$ cat src/rtl/combinador_destinos.sv
// Receive-side merger: drains D0/D1 round-robin and re-sorts each word into
// VC0 or VC1 by its class bit, with almost-full backpressure and per-VC counts.
module combinador_destinos #(
  parameter int DATA_WIDTH = 6,
  parameter int CLASS_BIT  = 4,
  parameter int CNT_WIDTH  = 8
) (
  input  logic                  clk,
  input  logic                  reset_L,
  input  logic [DATA_WIDTH-1:0] D0,
  input  logic                  D0_empty,
  output logic                  pop_D0,
  input  logic [DATA_WIDTH-1:0] D1,
  input  logic                  D1_empty,
  output logic                  pop_D1,
  input  logic                  VC0_almost_full,
  input  logic                  VC1_almost_full,
  output logic [DATA_WIDTH-1:0] VC0_out,
  output logic                  push_VC0,
  output logic [DATA_WIDTH-1:0] VC1_out,
  output logic                  push_VC1,
  output logic [CNT_WIDTH-1:0]  cnt_VC0,
  output logic [CNT_WIDTH-1:0]  cnt_VC1,
  output logic                  idle
);

  typedef enum logic [1:0] {IDLE, ACTIVE, PAUSE} state_t;

  state_t                state, state_next;
  logic                  last_served;
  logic                  pend_valid;
  logic                  pend_src;
  logic                  any_full;
  logic                  both_empty;
  logic                  pop_any;
  logic                  pop_sel;
  logic                  word_class;
  logic [DATA_WIDTH-1:0] word;

  assign any_full   = VC0_almost_full | VC1_almost_full;
  assign both_empty = D0_empty & D1_empty;
  assign idle       = (state == IDLE);
  assign word       = pend_src ? D1 : D0;
  assign word_class = word[CLASS_BIT];

  // Pop gating is conservative: the class of the next word is unknown until
  // it arrives, so either almost_full blocks both sources.
  always_comb begin
    pop_any = 1'b0;
    pop_sel = 1'b0;
    if (!reset_L && state == ACTIVE && !any_full && !both_empty) begin
      pop_any = 1'b1;
      if (!D0_empty && !D1_empty) pop_sel = ~last_served;
      else                        pop_sel = D0_empty;
    end
    pop_D0 = pop_any & ~pop_sel;
    pop_D1 = pop_any &  pop_sel;
  end

  always_comb begin
    state_next = state;
    case (state)
      IDLE:    if (!both_empty && !any_full) state_next = ACTIVE;
      ACTIVE: begin
        if (any_full)                       state_next = PAUSE;
        else if (both_empty && !pend_valid) state_next = IDLE;
      end
      PAUSE:   if (!any_full) state_next = both_empty ? IDLE : ACTIVE;
      default: state_next = IDLE;
    endcase
  end

  always_ff @(posedge clk) begin
    if (reset_L) begin
      state       <= IDLE;
      last_served <= 1'b1;
      pend_valid  <= 1'b0;
      pend_src    <= 1'b0;
      push_VC0    <= 1'b0;
      push_VC1    <= 1'b0;
      VC0_out     <= '0;
      VC1_out     <= '0;
      cnt_VC0     <= '0;
      cnt_VC1     <= '0;
    end else begin
      state      <= state_next;
      pend_valid <= pop_any;
      pend_src   <= pop_sel;
      if (pop_any) last_served <= pop_sel;
      // The in-flight word is always delivered; the 2-slot margin absorbs it.
      push_VC0 <= pend_valid & ~word_class;
      push_VC1 <= pend_valid &  word_class;
      if (pend_valid && !word_class) begin
        VC0_out <= word;
        cnt_VC0 <= cnt_VC0 + CNT_WIDTH'(1);
      end
      if (pend_valid && word_class) begin
        VC1_out <= word;
        cnt_VC1 <= cnt_VC1 + CNT_WIDTH'(1);
      end
    end
  end

endmodule
$ cat config.mk
export PLATFORM = sky130hd
export DESIGN_NAME = combinador_destinos
export DESIGN_NICKNAME = d
export VERILOG_FILES = /design/src/rtl/combinador_destinos.sv
export SDC_FILE = /design/constraint.sdc
export NUM_CORES = 1
export LEC_CHECK = 0
export ABC_AREA = 1
export BUFFER_PORTS_ARGS = -buffer_cell sky130_fd_sc_hd__buf_2
export CAP_MARGIN = 20
export CORE_UTILIZATION = 30
export DETAILED_ROUTE_END_ITERATION = 16
export MAX_ROUTING_LAYER = met4
export PLACE_DENSITY = 0.61
export REMOVE_ABC_BUFFERS = 1
export SYNTH_ARGS = -nofsm -noshare
export SYNTH_HDL_FRONTEND = slang
export SYNTH_SLANG_ARGS = --single-unit
$ cat constraint.sdc
create_clock -name clk -period 3 [get_ports clk]
set_clock_uncertainty 0.05 [all_clocks]
set_input_delay 0.45 -clock clk [delete_from_list [all_inputs] [get_ports clk]]
set_output_delay 0.45 -clock clk [all_outputs]
set_load 0.01 [all_outputs]
==> flow_metrics.tcl, run 1 <==
set metrics [dict create \
    cts_max_path_buffers 2 \
    ys_warn_count 0 \
    clockPowerShare 0.456 \
    fillers 544 \
    synth_edf_count 0 \
    ant_nets 0 \
    antenna_found_initial 0 \
    wl_met2_um 1610 \
    initial_core_util 0.316 \
    root_buffer "clkbuf_8" \
    gp_congestion 0.766 \
    synthTopCellsByCount "nand2_1 (59), nor2_1 (41), dfxtp_1 (35)" \
    async_flop_share 0 \
    p_switching_mw 0.210 \
    synth-seq-area-share 0.428 \
    port-buffer-count 50 \
    synthesis.area_um2 1640 \
    p_comb_frac 0.058 \
    layout-drive-gt1-share 0.285 \
    die_x_um 75.9 \
    rows 26 \
    viasPerCell 4.29 \
    status "finished, final reports clean" \
    whs_path_depth 3 \
    synth_top_area_share 0.428 \
    dieArea_um2 5750 \
    clk_latency_ps 290 \
    boundaryPins 51 \
    die_h_um 75.9 \
    post_cts_buffers 0 \
    ctsHoldBuffers 0 \
    grtUsageTotal 0.140 \
    grt_max_degree 24 \
    wl_met1_um 1700 \
    yosysUniqueCellTypes 22 \
    internal-power_mw 0.759 \
    worstSetupStartpointType "input port" \
    max-cap-violations 0 \
    coreArea_um2 5170 \
    swShare 0.217 \
    n_antenna_cell 0 \
    slew_viol_final 0 \
    dr.first_iter.drc_count 66 \
    htreeDepth 2 \
    fin_crit_sh 0.664 \
    wirelength_um 3620 \
    tns_ps 0 \
    rsz0062_at_grt "no" \
    seq_power_share 0.486 \
    max_slew.worst_pin.slew_ps 490 \
    overflow 0 \
    grt_pass1_vias 1297 \
    r2r_setup_slack_ps 1460 \
    netlist_top_cells_area "dfxtp_1 (43%), nand2_1 (14%), nor2_1 (9.4%)" \
    vias 1490 \
    fin_util 0.395 \
    p_leak_nw 1.00 \
    worst_r2r_startpoint "pend_src" \
    tritoncts "built" \
    p_per_area_nw_per_um2 474 \
    avgRoutedWirePerCell_um 10.4 \
    fin_crit_ps 1990 \
    grt_pass1_wl_um 5710 \
    r2r_cells 7 \
    required_ps 2500 \
    ys.flop_type "dfxtp_1" \
    setup_viol 0 \
    wl_met3_um 255 \
    top_layer "met4" \
    max_freq_ghz 0.502 \
    synth_seq_cells 35 \
    hp-class "in -> reg" \
    yosysTopAreaCell "dfxtp_1" \
    r2r-end "cnt_VC1[6]" \
    nets 296 \
    worstHoldStart "D0_empty" \
    hold_viol_final 0 \
    area_growth_pct 24.8 \
    cts_resized 0 \
    yosysMostFrequentCell "nand2_1" \
    endpoint_kind "primary output" \
    hold_path_end "pend_src" \
    syn_inst 225 \
    dr.pass1.iters 4 \
    cts_num_sinks 35 \
    relSlewSlack 0.673 \
    cp_data_arrival_time_ps 1490 \
    drc 0 \
    finalPower_mw 0.969 \
    syn_area_per_cell_um2 7.27 \
    numCtsBuffers 5 \
    ir_worst_vdd_uv 170 \
    hpwl_um 2650 \
    crit_type "in -> out" \
    clk_pin_slew_worst_paths_ps 70 \
    path_max_fanout 23 \
]
-- worst max-delay path: stages --
cell and delay (ps):
buf_2 180, inv_1 70, buf_4 250, nand3_1 210
nor3_1 160, buf_2 150
-- layer usage --
layer	vias up	global-route usage
met5	-	-
met4	0	0.0514
met3	6	0.0489
met2	38	0.219
met1	648	0.166
li1	798	-
-- cell usage in the layout (no fill, tap or decap), types with 3 or more instances in the layout --
cell type   n
o21ai_1     3
nor2_1     41
nand2_1    59
nand2_4     4
a21oi_1    11
inv_1      22
a21oi_2     4
nand2_2     6
o21ai_0     8
clkbuf_8    6
buf_2      50
nand3_1     9
xor2_1      3
dfxtp_1    35
-- worst max path at each step --
| stage | startpoint | slack [ps] | to | cells after the start |
|---|---|---|---|---|
| 2_1_floorplan | reset_L | 1210 | pop_D0 | 3 |
| 3_3_place_gp | reset_L | 1010 | pop_D0 | 6 |
| 3_5_place_dp | reset_L | 1010 | pop_D0 | 6 |
| 4_1_cts | reset_L | 1000 | pop_D0 | 6 |
| 5_1_grt | reset_L | 900 | pop_D0 | 6 |
| 6_report | reset_L | 1010 | pop_D0 | 6 |
-- logic make-up (layout without fill, tap and decap cells) --
group                    Yosys count  count (layout)  share of synthesized area
AO/OA/AOI/OAI                     27              27                     0.0933
XOR/XNOR                           3               3                     0.0161
adder cells (fa/ha/maj)            2               2                     0.0153
buffers and inverters             31              83                     0.0940
flip-flops                        35              35                      0.428
AND/OR/NAND/NOR                  127             127                      0.353
-- state kept, by name, summed over array words and instances, names as in the netlist --
signal,count
VC1_out,6
last_served,1
cnt_VC1,8
VC0_out,6
pend_src,1
pend_valid,1
cnt_VC0,8
push_VC0,1
state,2
push_VC1,1
-- per-stage QoR --
| step | hold slack, ps | worst slack [ps] | instances | cell area (um^2) |
|---|---|---|---|---|
| floorplan | 397 | 1210 | 218 | 1580 |
| global route | 429 | 903 | 347 | 2040 |
| finish | 399 | 1010 | 347 | 2040 |
| CTS | 395 | 1000 | 347 | 2040 |
| detailed placement | 398 | 1010 | 339 | 1930 |
| global placement | 394 | 1010 | 339 | 1930 |
-- power by group through the flow --
| stage | clock, mW | combinational (mW) | sequential, mW |
|---|---|---|---|
| floorplan | 0 | 0.0313 | 0.482 |
| global placement | 0 | 0.0559 | 0.482 |
| detailed placement | 0 | 0.0567 | 0.482 |
| CTS | 0.454 | 0.0568 | 0.471 |
| global route | 0.469 | 0.0625 | 0.472 |
| finish | 0.442 | 0.0560 | 0.471 |
-- layout make-up --
class | count | area, um^2 | area share
tap | 70 | 87.6 | 0.0429
sequential | 35 | 701 | 0.343
timing repair buffer | 51 | 258 | 0.126
clock buffer | 6 | 82.6 | 0.0404
multi-input combinational | 159 | 782 | 0.383
clock inverter | 2 | 35.0 | 0.0171
inverter | 24 | 97.6 | 0.0478
(Power assumes the default switching activity.)
==> inputs of run 2 (changes only) <==
Clock period 3 ns to 2.05 ns, I/O delays scaled along.
==> run 2 against run 1 <==
Compared with the run above:
- critical path depth decreased by 1
- wire length is 2.8% higher
- highest routed layer unchanged
- final cell count fell by 0.29%
- clock-buffer cell count stayed put
- via count is 1.1% lower
- non-clock buffer count rose by 1
- global-route usage is 0.31 points higher
- die area is the same
==> flow_metrics.tcl, run 2 (synthesis gave the netlist of run 1 again) <==
set metrics [dict create \
    die_h_um 75.9 \
    final_common_cell "nand2_1" \
    coreArea_um2 5170 \
    reg_top3 "cnt_VC0: 8 flops, cnt_VC1: 8 flops" \
    setup_viol 0 \
    hp-class "in -> reg" \
    viasPerCell 4.26 \
    instances_no_fill 346 \
    hpwl_um 2700 \
    n_antenna_cell 0 \
    die_x_um 75.9 \
    dr.pass1.iters 4 \
    avgRoutedWirePerCell_um 10.8 \
    ir_worst_vdd_uv 278 \
    dieArea_um2 5750 \
    max_slew.worst_pin.slew_ps 477 \
    hold_viol_final 0 \
    grt_max_degree 23 \
    ctsHoldBuffers 0 \
    tritoncts "built" \
    max-cap-violations 0 \
    placed_cells 340 \
    cts_resized 0 \
    dr.first_iter.drc_count 68 \
    rsz0062_at_grt "no" \
    htreeDepth 2 \
    cts_max_path_buffers 2 \
    initial_core_util 0.316 \
    area_growth_pct 22.6 \
    antenna_found_initial 0 \
    cp_data_arrival_time_ps 1400 \
    slew_viol_final 0 \
    numCtsBuffers 5 \
    path_max_fanout 6 \
    tns_ps 0 \
    root_buffer "clkbuf_8" \
    p_per_area_nw_per_um2 614 \
    status "finished, final reports clean" \
    fin_crit_sh 0.859 \
    port-buffer-count 50 \
    grt_pass1_vias 1228 \
    max_freq_ghz 0.568 \
    post_cts_buffers 0 \
    cts_num_sinks 35 \
    layout_common_cells "nand2_1 (59), buf_2 (50), nor2_1 (41)" \
    dpl_cell_area_um2 1930 \
    fin_ws_ps 289 \
    crit_type "reg -> out" \
    clk_pin_slew_worst_paths_ps 60 \
    boundaryPins 51 \
    wirelength_um 3720 \
    layout-drive-gt1-share 0.279 \
    p_leak_nw 0.982 \
    design_area_um2 2010 \
    required_ps 1690 \
    clk_latency_ps 290 \
    hold_ws_ps 260 \
    relSlewSlack 0.681 \
    gp_congestion 0.738 \
    worstSetupStartpointType "flop" \
    pre_cts_ws_ps 538 \
    ant_nets 0 \
    grtUsageTotal 0.143 \
    nets 297 \
    endpoint_kind "primary output" \
    overflow 0 \
    grt_pass1_wl_um 5870 \
    rows 26 \
    fillers 570 \
    drc 0 \
    fin_crit_ps 1760 \
    vias 1474 \
]
run 2: per-stage QoR:
stage	power (mW)	util
3_5_place_dp	0.791	0.374
4_1_cts	1.25	0.388
2_1_floorplan	0.751	-
3_3_place_gp	0.791	0.374
5_1_grt	1.28	0.388
6_report	1.23	0.388
run 2: layout make-up:
cell class	count	area, um^2	share of cell area
Timing Repair Buffer	52	265	0.132
Multi-Input combinational cell	159	782	0.390
Clock buffer	6	72.6	0.0362
Sequential cell	35	701	0.349
Inverter	24	97.6	0.0487
Tap cell	70	87.6	0.0437
run 2: path summary, 6_finish.rpt:
path                                  from    endpoint  slack, ps  depth (start not counted)
worst max-delay path              state[0]      pop_D0        290                          5
worst min register to register  VC0_out[4]  VC0_out[4]        400                          2
worst max register to register    pend_src  cnt_VC0[4]        550                          7
worst min-delay path              D0_empty    pend_src        260                          3
run 2: routing by layer:
layer | vias to the layer above | GRT usage | share of wire
li1 | 795 | - | -
met1 | 643 | 0.190 | 0.48
met2 | 28 | 0.204 | 0.46
met3 | 8 | 0.0344 | 0.040
met4 | 0 | 0.0679 | 0.019
met5 | - | - | 0
run 2: report_power, final:
group | internal [mW] | total [mW] | leakage, nW | switching (mW)
combinational | 0.0341 | 0.0847 | 0.662 | 0.0505
clock | 0.226 | 0.458 | 0.0371 | 0.231
sequential | 0.685 | 0.690 | 0.282 | 0.00502
total | 0.945 | 1.23 | 0.982 | 0.287
run 2: critical path, stage by stage, from the launching register on:
cell     delay (ps)
dfxtp_1         400
nand2_1          90
nor2_1          130
nand3_1         190
nor3_1          170
buf_2           150
